===== src/rtl/uart_rx.sv =====
// UART receiver: 2-flop input synchronizer, mid-bit sampling from a baud
// counter, and a single-word output register with parity/framing/overrun
// status.
//
// Handshake: a word is transferred on every rising clock edge where
// rx_data_valid && rx_ready. While rx_data_valid is high and not yet
// accepted, rx_data_out, rx_parity_err and rx_frame_err hold steady. A
// new frame arriving while the held word is unaccepted is dropped and
// flagged with a one-cycle rx_overrun pulse.
module uart_rx #(
    parameter int BAUD_RATE   = 115200,
    parameter int CLK_RATE    = 100000000,
    parameter int WORD_WIDTH  = 8,
    parameter int EVEN_PARITY = 0
) (
    input  logic                  clock,
    input  logic                  rst_n,
    input  logic                  rx_data_in,
    output logic [WORD_WIDTH-1:0] rx_data_out,
    output logic                  rx_data_valid,
    input  logic                  rx_ready,
    output logic                  rx_parity_err,
    output logic                  rx_frame_err,
    output logic                  rx_overrun,
    output logic                  rx_busy,
    output logic [2:0]            dbg_state
);

    localparam int BAUD_COUNTER_MAX = CLK_RATE / BAUD_RATE;
    localparam int HALF             = BAUD_COUNTER_MAX / 2;
    localparam int CNT_W            = ($clog2(BAUD_COUNTER_MAX) > 0) ? $clog2(BAUD_COUNTER_MAX) : 1;
    localparam int BIT_W            = $clog2(WORD_WIDTH + 1);

    typedef enum logic [2:0] {
        S_IDLE   = 3'd0,
        S_START  = 3'd1,
        S_DATA   = 3'd2,
        S_PARITY = 3'd3,
        S_STOP   = 3'd4
    } state_t;

    state_t                r_state;
    state_t                w_next_state;
    logic                  r_sync1;
    logic                  r_sync2;
    logic [CNT_W-1:0]      r_cnt;
    logic [BIT_W-1:0]      r_bit_cnt;
    logic [WORD_WIDTH-1:0] r_shift;
    logic                  r_par_bit;
    logic [WORD_WIDTH-1:0] r_data_out;
    logic                  r_valid;
    logic                  r_parity_err;
    logic                  r_frame_err;
    logic                  r_overrun;

    logic                  w_line;
    logic                  w_term;
    logic                  w_half;
    logic                  w_last_bit;
    logic                  w_stop_sample;
    logic                  w_load;
    logic                  w_par_exp;

    assign w_line        = r_sync2;
    assign w_term        = (r_cnt == CNT_W'(BAUD_COUNTER_MAX - 1));
    assign w_half        = (r_cnt == CNT_W'(HALF - 1));
    assign w_last_bit    = (r_bit_cnt == BIT_W'(WORD_WIDTH - 1));
    assign w_stop_sample = (r_state == S_STOP) && w_term;
    // The output register may take a new word if it is empty or being emptied now.
    assign w_load        = !r_valid || rx_ready;
    assign w_par_exp     = (EVEN_PARITY != 0) ? ^r_shift : ~^r_shift;

    // Two-flop synchronizer for the asynchronous serial line; idles high.
    always_ff @(posedge clock or negedge rst_n) begin
        if (!rst_n) begin
            r_sync1 <= 1'b1;
            r_sync2 <= 1'b1;
        end else begin
            r_sync1 <= rx_data_in;
            r_sync2 <= r_sync1;
        end
    end

    // FSM state register.
    always_ff @(posedge clock or negedge rst_n) begin
        if (!rst_n) begin
            r_state <= S_IDLE;
        end else begin
            r_state <= w_next_state;
        end
    end

    // FSM next-state logic; START re-checks the line at half a bit to reject glitches.
    always_comb begin
        w_next_state = r_state;
        case (r_state)
            S_IDLE: begin
                if (!w_line) w_next_state = S_START;
            end
            S_START: begin
                if (w_half) w_next_state = w_line ? S_IDLE : S_DATA;
            end
            S_DATA: begin
                if (w_term && w_last_bit) w_next_state = S_PARITY;
            end
            S_PARITY: begin
                if (w_term) w_next_state = S_STOP;
            end
            S_STOP: begin
                if (w_term) w_next_state = S_IDLE;
            end
            default: w_next_state = S_IDLE;
        endcase
    end

    // Baud counter: restarts on every state change and on its terminal count.
    always_ff @(posedge clock or negedge rst_n) begin
        if (!rst_n) begin
            r_cnt <= '0;
        end else if ((w_next_state != r_state) || w_term) begin
            r_cnt <= '0;
        end else begin
            r_cnt <= r_cnt + CNT_W'(1);
        end
    end

    // Data/parity capture: shift data in LSB first, then hold the parity sample.
    always_ff @(posedge clock or negedge rst_n) begin
        if (!rst_n) begin
            r_bit_cnt <= '0;
            r_shift   <= '0;
            r_par_bit <= 1'b0;
        end else begin
            if (r_state != S_DATA) begin
                r_bit_cnt <= '0;
            end else if (w_term) begin
                r_shift   <= {w_line, r_shift[WORD_WIDTH-1:1]};
                r_bit_cnt <= r_bit_cnt + BIT_W'(1);
            end
            if ((r_state == S_PARITY) && w_term) begin
                r_par_bit <= w_line;
            end
        end
    end

    // Output word register with status flags, handshake and overrun pulse.
    always_ff @(posedge clock or negedge rst_n) begin
        if (!rst_n) begin
            r_data_out   <= '0;
            r_valid      <= 1'b0;
            r_parity_err <= 1'b0;
            r_frame_err  <= 1'b0;
            r_overrun    <= 1'b0;
        end else begin
            r_overrun <= 1'b0;
            if (w_stop_sample && w_load) begin
                r_data_out   <= r_shift;
                r_parity_err <= (r_par_bit != w_par_exp);
                r_frame_err  <= ~w_line;
                r_valid      <= 1'b1;
            end else begin
                if (w_stop_sample) begin
                    r_overrun <= 1'b1;
                end
                if (r_valid && rx_ready) begin
                    r_valid <= 1'b0;
                end
            end
        end
    end

    assign rx_data_out   = r_data_out;
    assign rx_data_valid = r_valid;
    assign rx_parity_err = r_parity_err;
    assign rx_frame_err  = r_frame_err;
    assign rx_overrun    = r_overrun;
    assign rx_busy       = (r_state != S_IDLE);
    assign dbg_state     = r_state;

endmodule

===== config.mk =====
export PLATFORM = sky130hd
export DESIGN_NAME = uart_rx
export DESIGN_NICKNAME = d
export VERILOG_FILES = /design/src/rtl/uart_rx.sv
export SDC_FILE = /design/constraint.sdc
export NUM_CORES = 1
export LEC_CHECK = 0
export CAP_MARGIN = 20
export CORE_UTILIZATION = 62
export CTS_BUF_LIST = sky130_fd_sc_hd__clkbuf_4
export DETAILED_ROUTE_END_ITERATION = 12
export PLACE_DENSITY = 0.91
export SYNTH_ARGS = -nofsm -noshare
export SYNTH_HDL_FRONTEND = slang
export SYNTH_SLANG_ARGS = --single-unit

===== constraint.sdc =====
create_clock -name clock -period 6.2 [get_ports clock]
set_input_delay 1.24 -clock clock [delete_from_list [all_inputs] [get_ports clock]]
set_output_delay 1.24 -clock clock [all_outputs]
set_load 0.03 [all_outputs]

==> run metrics <==
final setup vio count=0; Primary FF master, synth=dfrtp_1; Crit Path Class=reg2out; drt drc=4; PostCTS Resize Cnt=0; Nets=between 150 and 200; Final WS setup=~3200 ps; Static Leak=0.0009476 uW; Slew @ Worst Pin=between 900 and 1000 ps; PwrDens=183.9 nW/um2; share of cells above drive strength 1=between 10% and 20%; Port Buffers=19; Mapped Nets=approximately 160; vias post-DR=1261; EDFF count, synth=0; Post-Synthesis Cells=~160; pre-CTS setup slack=3034 ps; core area=roughly 2800 um2; Rows=19; routability cong.=between 0.8 and 0.9; clock insertion delay at the later pin of the skew report=roughly 340 ps; worst hold-check path type=reg2reg; I/O Pins=20; Die Wd=56.98 um; ys async rst share=between 90% and 100%; WL/cell=16.28 um; critical path required time=about 5000 ps; Num CTS Buffers=5; Final Instance Area=between 2000 and 2500 um2; largest area contributor in the netlist=dfrtp_1; Routed Antenna Nets=0; initial antenna violation count=0; setup TNS=0 ps; syn_area_per_cell=roughly 12 um2; gr usage total=23.76%; Synth Register Bits=40; Max Freq=between 300 and 400 MHz; H-tree lvl count=2; Final Hold Viols=0; Worst Path Arrival=about 1800 ps; 1st-pass router iterations=8; Initial Util=about two thirds; Cell Area, Synth=around 1900 um2; fin cells=~210; Netlist cell types=35; CP Capture Type=output port; drt total wl=around 3.4 mm; top fanout value on the critical path=10; synth top area cells=dfrtp_1 51%, mux2_2 10%, xnor2_1 5.1%, a21oi_1 4.0%, xor2_1 3.3%; Worst Setup Start Kind=flip-flop; most common library cell in the layout ignoring fill and taps=dfrtp_1; maximum vdd drop=0.1565 mV; area share of the largest cell type after synthesis=between 50% and 60%; Final min period=between 3000 and 4000 ps; setup bufs post-CTS=0; Die Height=roughly 57 um; first-pass GRT wire length=approximately 5.7 mm; RSZ-0062 raised after global routing=false; Slew HR=a little under two fifths; remaining global-route overflow=0; DRT iter0 DRCs=49; DP Area=between 2000 and 2500 um2; largest net degree at the start of global routing=between 40 and 50; final slew viol count=0; most frequent cells in the layout=38 x dfrtp_1, 18 x clkdlybuf4s50_1, 17 x mux2_2, 15 x a21oi_1, 11 x xnor2_1; sequential fraction of the synthesis area=a little over half; root buffer cell=clkbuf_4; status=complete, but fails checks; CTS Hold Bufs=0; failing checks=DRC; period utilization=~50%; Antenna diodes=0; Via density=around 6.0; post-DP HPWL=approximately 2.4 mm; CTS tree=built; Yosys Warn Count=0; Layout area overhead=13.48%; vias in the first global route=1285; clock skew=approximately 3.9 ps; die area=about 3200 um2; Inst Count DP=approximately 200; deepest clock path buffer count=2; Reg clk slew, reported paths=110 ps; Max Cap Viol=0; # clock sinks=40
final timing paths:
path,start,to,slack [ps],cells past startpoint
max,dbg_state[0]$_DFF_PN0_,rx_busy,3170,2
min,r_sync1$_DFF_PN1_,r_sync2$_DFF_PN1_,370,0
max reg2reg,r_cnt[0]$_DFF_PN0_,rx_data_out[2]$_DFFE_PN0P_,3350,5
min reg2reg,r_sync1$_DFF_PN1_,r_sync2$_DFF_PN1_,370,0
max in group asynchronous,rst_n,rx_data_out[5]$_DFFE_PN0P_,4680,1
min in group asynchronous,rst_n,r_bit_cnt[2]$_DFFE_PN0P_,990,1
registers in the layout, indices dropped and copies added, names as in the netlist:
register / count
r_sync1: 1
r_par_bit: 1
r_sync2: 1
r_shift: 8
rx_data_out: 8
r_cnt: 10
dbg_state: 3
rx_parity_err: 1
r_bit_cnt: 4
rx_frame_err: 1
rx_data_valid: 1
rx_overrun: 1
critical path: stages, from the launching register on:
cell	delay, ps
dfrtp_1	510
or3_1	340
clkdlybuf4s50_1	590
per-layer routing:
metal / share of wire [%] / track usage, % / up-vias
met4: 2.0 / 12.89 / 0
met5: 0 / 0 / -
met3: 4.8 / 7.483 / 8
li1: - / - / 592
met1: 43 / 30.09 / 619
met2: 50 / 36.81 / 42
kinds of logic after synthesis:
kind of cell,after synthesis,share of synthesized area (%)
AND/OR/NAND/NOR,45,15.35
flip-flops,40,53.54
AO/OA/AOI/OAI,23,7.944
XOR/XNOR,18,8.411
multiplexers,18,10.75
buffers and inverters,8,2.002
adder cells (fa/ha/maj),3,2.003
metrics by stage:
stage	hold WS (ps)	power [uW]	util (%)
global route	375.2	407.9	75.83
CTS	366.8	395.6	75.83
detailed placement	351.0	274.5	74.00
global placement	346.2	274.1	74.00
finish	365.9	391.2	75.83
floorplan	345.2	267.7	-
cells in the mapped netlist (4+ instances only):
| master | number |
|---|---|
| nand3_1 | 4 |
| nand2_1 | 10 |
| xor2_1 | 7 |
| a21oi_1 | 15 |
| mux2_2 | 17 |
| nor3_1 | 5 |
| or3_1 | 5 |
| nor2_1 | 8 |
| xnor2_1 | 11 |
| dfrtp_1 | 38 |
| inv_1 | 4 |
layout make-up:
cell class	instances	area (um2)
fillers	191	678.2
well taps	31	38.79
repair buffers	19	185.2
flip-flops and latches	40	1003
multi-input cells	107	833.3
inverters	4	15.01
clock inverters	3	13.76
clock buffers	5	37.54
power by group:
part	switching (uW)	internal (uW)	leakage (uW)	total (uW)
sequential	0.639	262	0.000527	263
combinational	4.91	1.57	0.000389	6.48
clock	80.5	41.6	0.0000324	122
total	86.1	305	0.000948	391
(Power assumes the default switching activity.)
